`config.mk`:
```
export PLATFORM = sky130hd
export DESIGN_NAME = serial_adder
export DESIGN_NICKNAME = d
export VERILOG_FILES = /design/src/rtl/mini_cpu_pkg.sv /design/src/rtl/full_adder.sv /design/src/rtl/serial_adder.sv
export SDC_FILE = /design/constraint.sdc
export NUM_CORES = 1
export LEC_CHECK = 0
export CORE_ASPECT_RATIO = 0.7
export CORE_MARGIN = 8
export CORE_UTILIZATION = 54
export DETAILED_ROUTE_END_ITERATION = 10
export PLACE_DENSITY = 0.84
export SYNTH_ARGS = -nofsm -noshare
export SYNTH_HDL_FRONTEND = slang
export SYNTH_SLANG_ARGS = --single-unit
```
`constraint.sdc`:
```
create_clock -name clk -period 4.2 [get_ports clk]
set_clock_uncertainty 0.05 [all_clocks]
set_input_delay 1.05 -clock clk [delete_from_list [all_inputs] [get_ports clk]]
set_output_delay 1.05 -clock clk [all_outputs]
set_load 0.1 [all_outputs]
```
`src/rtl/mini_cpu_pkg.sv`:
```
// Shared mini-cpu datapath package.
// Holds the 2-bit state encoding used by the serial adder sequencer.
package mini_cpu_pkg;

  localparam logic [1:0] ENC_IDLE = 2'd0;
  localparam logic [1:0] ENC_RUN  = 2'd1;
  localparam logic [1:0] ENC_DONE = 2'd2;

  typedef enum logic [1:0] {
    ST_IDLE = ENC_IDLE,
    ST_RUN  = ENC_RUN,
    ST_DONE = ENC_DONE
  } sa_state_t;

endpackage

```
`src/rtl/full_adder.sv`:
```
// Single-bit full adder cell.
// Ports: a, b, carry_in -> sum, carry_out (all 1 bit, purely combinational).
module full_adder (
  input  logic a,
  input  logic b,
  input  logic carry_in,
  output logic sum,
  output logic carry_out
);

  assign sum       = a ^ b ^ carry_in;
  assign carry_out = (a & b) | (carry_in & (a ^ b));

endmodule

```
`src/rtl/serial_adder.sv`:
```
// Bit-serial WIDTH-bit adder: one full_adder cell, registered carry, LSB first.
// Operands in over in_valid/in_ready, result out over out_valid/out_ready.
// Ports:
//   clk, rst (async, active-high)
//   in_valid, in_ready, a, b, carry_in, [sub]
//   out_valid, out_ready, sum, carry_out, overflow
// Build option: SERIAL_ADDER_SUB_EN adds the sub port (a - b when sub=1).
//
// state   | meaning
// --------+-------------------------------------------------
// IDLE    | in_ready high, waiting for operands
// RUN     | one bit per cycle through the adder cell
// DONE    | result held on outputs until out_ready
module serial_adder
  import mini_cpu_pkg::*;
#(
  parameter int WIDTH = 8
) (
  input  logic             clk,
  input  logic             rst,
`ifdef SERIAL_ADDER_SUB_EN
  input  logic             sub,
`endif
  input  logic             in_valid,
  output logic             in_ready,
  input  logic [WIDTH-1:0] a,
  input  logic [WIDTH-1:0] b,
  input  logic             carry_in,
  output logic             out_valid,
  input  logic             out_ready,
  output logic [WIDTH-1:0] sum,
  output logic             carry_out,
  output logic             overflow
);

  localparam int CW = $clog2(WIDTH);
  localparam logic [CW-1:0] LAST = CW'(WIDTH - 1);

  sa_state_t        state_q, state_d;
  logic [WIDTH-1:0] a_sh, b_sh, sum_sh;
  logic             carry_q;
  logic [CW-1:0]    cnt;
  logic             carry_out_q;
  logic             ovf_q;

  logic             fa_sum, fa_cout;
  logic             last;
  logic [WIDTH-1:0] b_ld;
  logic             cin_ld;

  // Subtraction is a + ~b + 1, so the operand is inverted once at load and
  // the serial loop itself never knows which operation it is running.
`ifdef SERIAL_ADDER_SUB_EN
  assign b_ld   = sub ? ~b : b;
  assign cin_ld = sub ? 1'b1 : carry_in;
`else
  assign b_ld   = b;
  assign cin_ld = carry_in;
`endif

  full_adder u_fa (
    .a         (a_sh[0]),
    .b         (b_sh[0]),
    .carry_in  (carry_q),
    .sum       (fa_sum),
    .carry_out (fa_cout)
  );

  assign last = (cnt == LAST);

  always_ff @(posedge clk or posedge rst) begin
    if (rst) state_q <= ST_IDLE;
    else     state_q <= state_d;
  end

  always_comb begin
    state_d   = state_q;
    in_ready  = 1'b0;
    out_valid = 1'b0;
    case (state_q)
      ST_IDLE: begin
        in_ready = 1'b1;
        if (in_valid) state_d = ST_RUN;
      end
      ST_RUN: begin
        if (last) state_d = ST_DONE;
      end
      ST_DONE: begin
        out_valid = 1'b1;
        if (out_ready) state_d = ST_IDLE;
      end
      default: state_d = ST_IDLE;
    endcase
  end

  always_ff @(posedge clk or posedge rst) begin
    if (rst) begin
      a_sh        <= '0;
      b_sh        <= '0;
      sum_sh      <= '0;
      carry_q     <= 1'b0;
      cnt         <= '0;
      carry_out_q <= 1'b0;
      ovf_q       <= 1'b0;
    end else begin
      case (state_q)
        ST_IDLE: begin
          if (in_valid) begin
            a_sh    <= a;
            b_sh    <= b_ld;
            carry_q <= cin_ld;
            cnt     <= '0;
            sum_sh  <= '0;
          end
        end
        ST_RUN: begin
          a_sh    <= a_sh >> 1;
          b_sh    <= b_sh >> 1;
          sum_sh  <= {fa_sum, sum_sh[WIDTH-1:1]};
          carry_q <= fa_cout;
          cnt     <= cnt + CW'(1);
          if (last) begin
            carry_out_q <= fa_cout;
            // carry into the MSB differs from carry out of it => signed overflow
            ovf_q       <= carry_q ^ fa_cout;
          end
        end
        default: ;
      endcase
    end
  end

  assign sum       = sum_sh;
  assign carry_out = carry_out_q;
  assign overflow  = ovf_q;

endmodule

```
==> impl_metrics.py <==
metrics = {
    "synthesis": {
        "netlist_area_sq_um": 1560,
        "ys_seq_area_share_pct": 51.3,
        "synth_area_per_cell_sq_um": 12.5,
        "synth_nets": 149,
        "synth_cells": 125,
        "yosysUniqueCellTypes": 31,
        "yosysWarnings": 0,
        "ys_seq_elements": 32,
    },
    "routing": {
        "ant_nets": 0,
        "top_layer_used": "met4",
        "wl_met2_mm": 1.72,
        "vias": 1113,
        "wl_per_cell_microns": 18.0,
        "met3_length_microns": 123,
        "m1WireLength_mm": 1.52,
        "vias_per_cell": 5.89,
        "drtIter0Drc": 78,
        "dr.pass1.iters": 4,
        "totalWireLength_mm": 3.41,
        "drc": 0,
    },
    "die": {
        "initial_utilization_pct": 56.1,
        "die_area_sq_um": 4900,
        "core_area_sq_um": 2780,
        "io_pins": 33,
        "die_w_microns": 80.3,
        "die_y_microns": 61.0,
        "core.rowCount": 16,
    },
    "clock_tree": {
        "cts.repair.resized": 0,
        "cts_sinks": 32,
        "cts-htree-levels": 2,
        "clock_latency_ns": 0.28,
        "cts_buffer_depth": 2,
        "cts_tree": "yes",
        "post_cts_buffers": 0,
        "clock_tree.root_cell": "clkbuf_8",
        "cts_buffers": 5,
        "clkSlewWorstSetupHoldPaths_ns": 0.06,
        "cts_hold_buf": 0,
    },
    "final_layout": {
        "drive_gt1_share_pct": 15.0,
        "syn2layout_area_growth_pct": 23.5,
        "diodes": 0,
        "mostFrequentLayoutCells": "dfrtp_1 (32), clkdlybuf4s50_1 (30), inv_1 (13), a22o_1 (9)",
        "final_common_cell": "dfrtp_1",
        "multi_input_area_sq_um": 633,
        "regArea_sq_um": 801,
        "post-route-util_pct": 69.3,
        "n_fill_cell": 206,
        "fin_nets": 177,
    },
    "setup_path": {
        "end_kind": "output pin",
        "worst_ep_required_time_ns": 3.10,
        "critPathBufInv": 1,
        "cp_max_fo": 3,
        "critPathArrivalTime_ns": 1.82,
        "cp_slowest_cell": "clkdlybuf4s50_1",
        "cp_top_family": "buffers and inverters",
        "crit_path_max_incr_delay_ns": 1.15,
        "cp-start-kind": "flop",
        "path_class": "flop to output pin",
        "crit_chain": "clkdlybuf4s50_1",
    },
    "global_routing": {
        "grtUsageTotal_pct": 15.4,
        "grt_max_degree": 33,
        "antenna_found_initial": 0,
        "grt_pass1_wl_mm": 5.60,
        "overflow": 0,
        "grt_pass1_vias": 1138,
    },
    "placed_design": {
        "gp_congestion": 0.707,
        "dp_slack_ns": 1.54,
        "dp_hpwl_mm": 2.36,
        "io_buffer_count": 32,
    },
    "pwr": {
        "ir_worst_vdd_mv": 0.585,
        "power_density_nw_per_um2": 870,
        "p_leak_uw": 0.000861,
    },
    "sta": {
        "rsz0062_at_grt": "false",
        "worst_slew_pin_slew_ns": 1.19,
        "slew_headroom_pct": 20.4,
        "max_freq_ghz": 0.342,
        "fin_crit_ns": 2.92,
        "fin_crit_sh_pct": 69.6,
        "report.final.hold_viol_count": 0,
        "report.final.slew_viol_count": 0,
        "finalWorstSetupSlack_ns": 1.28,
        "setup_viol": 0,
        "tns_ns": 0,
    },
    "job": {
        "maxCapViolCount": 0,
    },
    "min_path": {
        "hold_path_class": "flop to flop",
    },
    "status": {
        "outcome": "completed",
    },
}
-- path summary, 6_finish.rpt --
| kind | from | to | slack [ns] | cells after the start |
|---|---|---|---|---|
| min reg2reg | cnt[0] | cnt[0] | 0.44 | 1 |
| min in group asynchronous | rst | a_sh[0] | 1.33 | 2 |
| max | sum[2] | sum[2] | 1.28 | 1 |
| min | cnt[0] | cnt[0] | 0.44 | 1 |
| max reg2reg | state_q[0] | a_sh[6] | 2.31 | 2 |
| max in group asynchronous | rst | b_sh[3] | 2.05 | 2 |
-- Yosys cell counts --
cell type  instances  area, sq um
dfrtp_1           32          801
inv_1             13         48.8
a22o_1             9         78.8
buf_2              6         30.0
nor2_1             6         22.5
nor4b_1            6         52.6
o221a_2            6         67.6
or4b_1             6         60.1
a221oi_2           5         75.1
a222oi_1           3         30.0
buf_6              3         33.8
nor2b_1            3         18.8
nor3b_1            3         22.5
a211o_1            2         17.5
clkbuf_1           2         7.51
ha_1               2         25.0
mux2i_1            2         20.0
nand2b_1           2         12.5
nor4bb_1           2         20.0
a211oi_2           1         12.5
a21oi_1            1         5.00
buf_4              1         7.51
fa_1               1         20.0
mux2_1             1         11.3
nand3b_1           1         7.51
nor2b_4            1         13.8
o21ai_1            1         5.00
o21ba_2            1         10.0
o21bai_1           1         7.51
o2bb2ai_1          1         8.76
xnor2_1            1         8.76
-- cell families after synthesis --
logic type,after synthesis,synth area share (%)
flip-flops,32,51.3
buffers and inverters,25,8.17
multiplexers,3,2.00
AO/OA/AOI/OAI,31,20.4
AND/OR/NAND/NOR,30,14.7
XOR/XNOR,1,0.561
adder cells (fa/ha/maj),3,2.88
-- state kept, by name (all words and copies together), names as in the netlist --
| signal | flops |
|---|---|
| a_sh | 8 |
| cnt | 3 |
| sum | 8 |
| b_sh | 8 |
| carry_q | 1 |
| overflow | 1 |
| carry_out | 1 |
| state_q | 2 |
-- per-stage QoR --
stage	cells	cell area, sq um	hold slack [ns]	total power, uW
6_report	189	1930	0.436	1680
5_1_grt	189	1930	0.452	1770
4_1_cts	189	1930	0.439	1690
3_5_place_dp	182	1850	0.430	1460
3_3_place_gp	182	1850	0.422	1430
2_1_floorplan	125	1560	0.407	1280
-- metal layers --
layer  global-route usage, %  up-vias
met4                    6.96        0
met1                    18.6      565
li1                        -      525
met5                       0        -
met2                    24.9       19
met3                    4.73        4
-- where the power goes --
group / internal (uW) / switching, uW
Clock: 112 / 107
Sequential: 449 / 126
Combinational: 313 / 569
-- final cells by class --
cell class,instances,area share [%]
Sequential cell,32,41.5
Multi-Input combinational cell,68,32.8
Timing Repair Buffer,33,16.7
Clock buffer,6,3.76
Inverter,13,2.53
Tap cell,36,2.34
Clock inverter,1,0.260
Note: power is estimated with default switching activity, not from simulation.
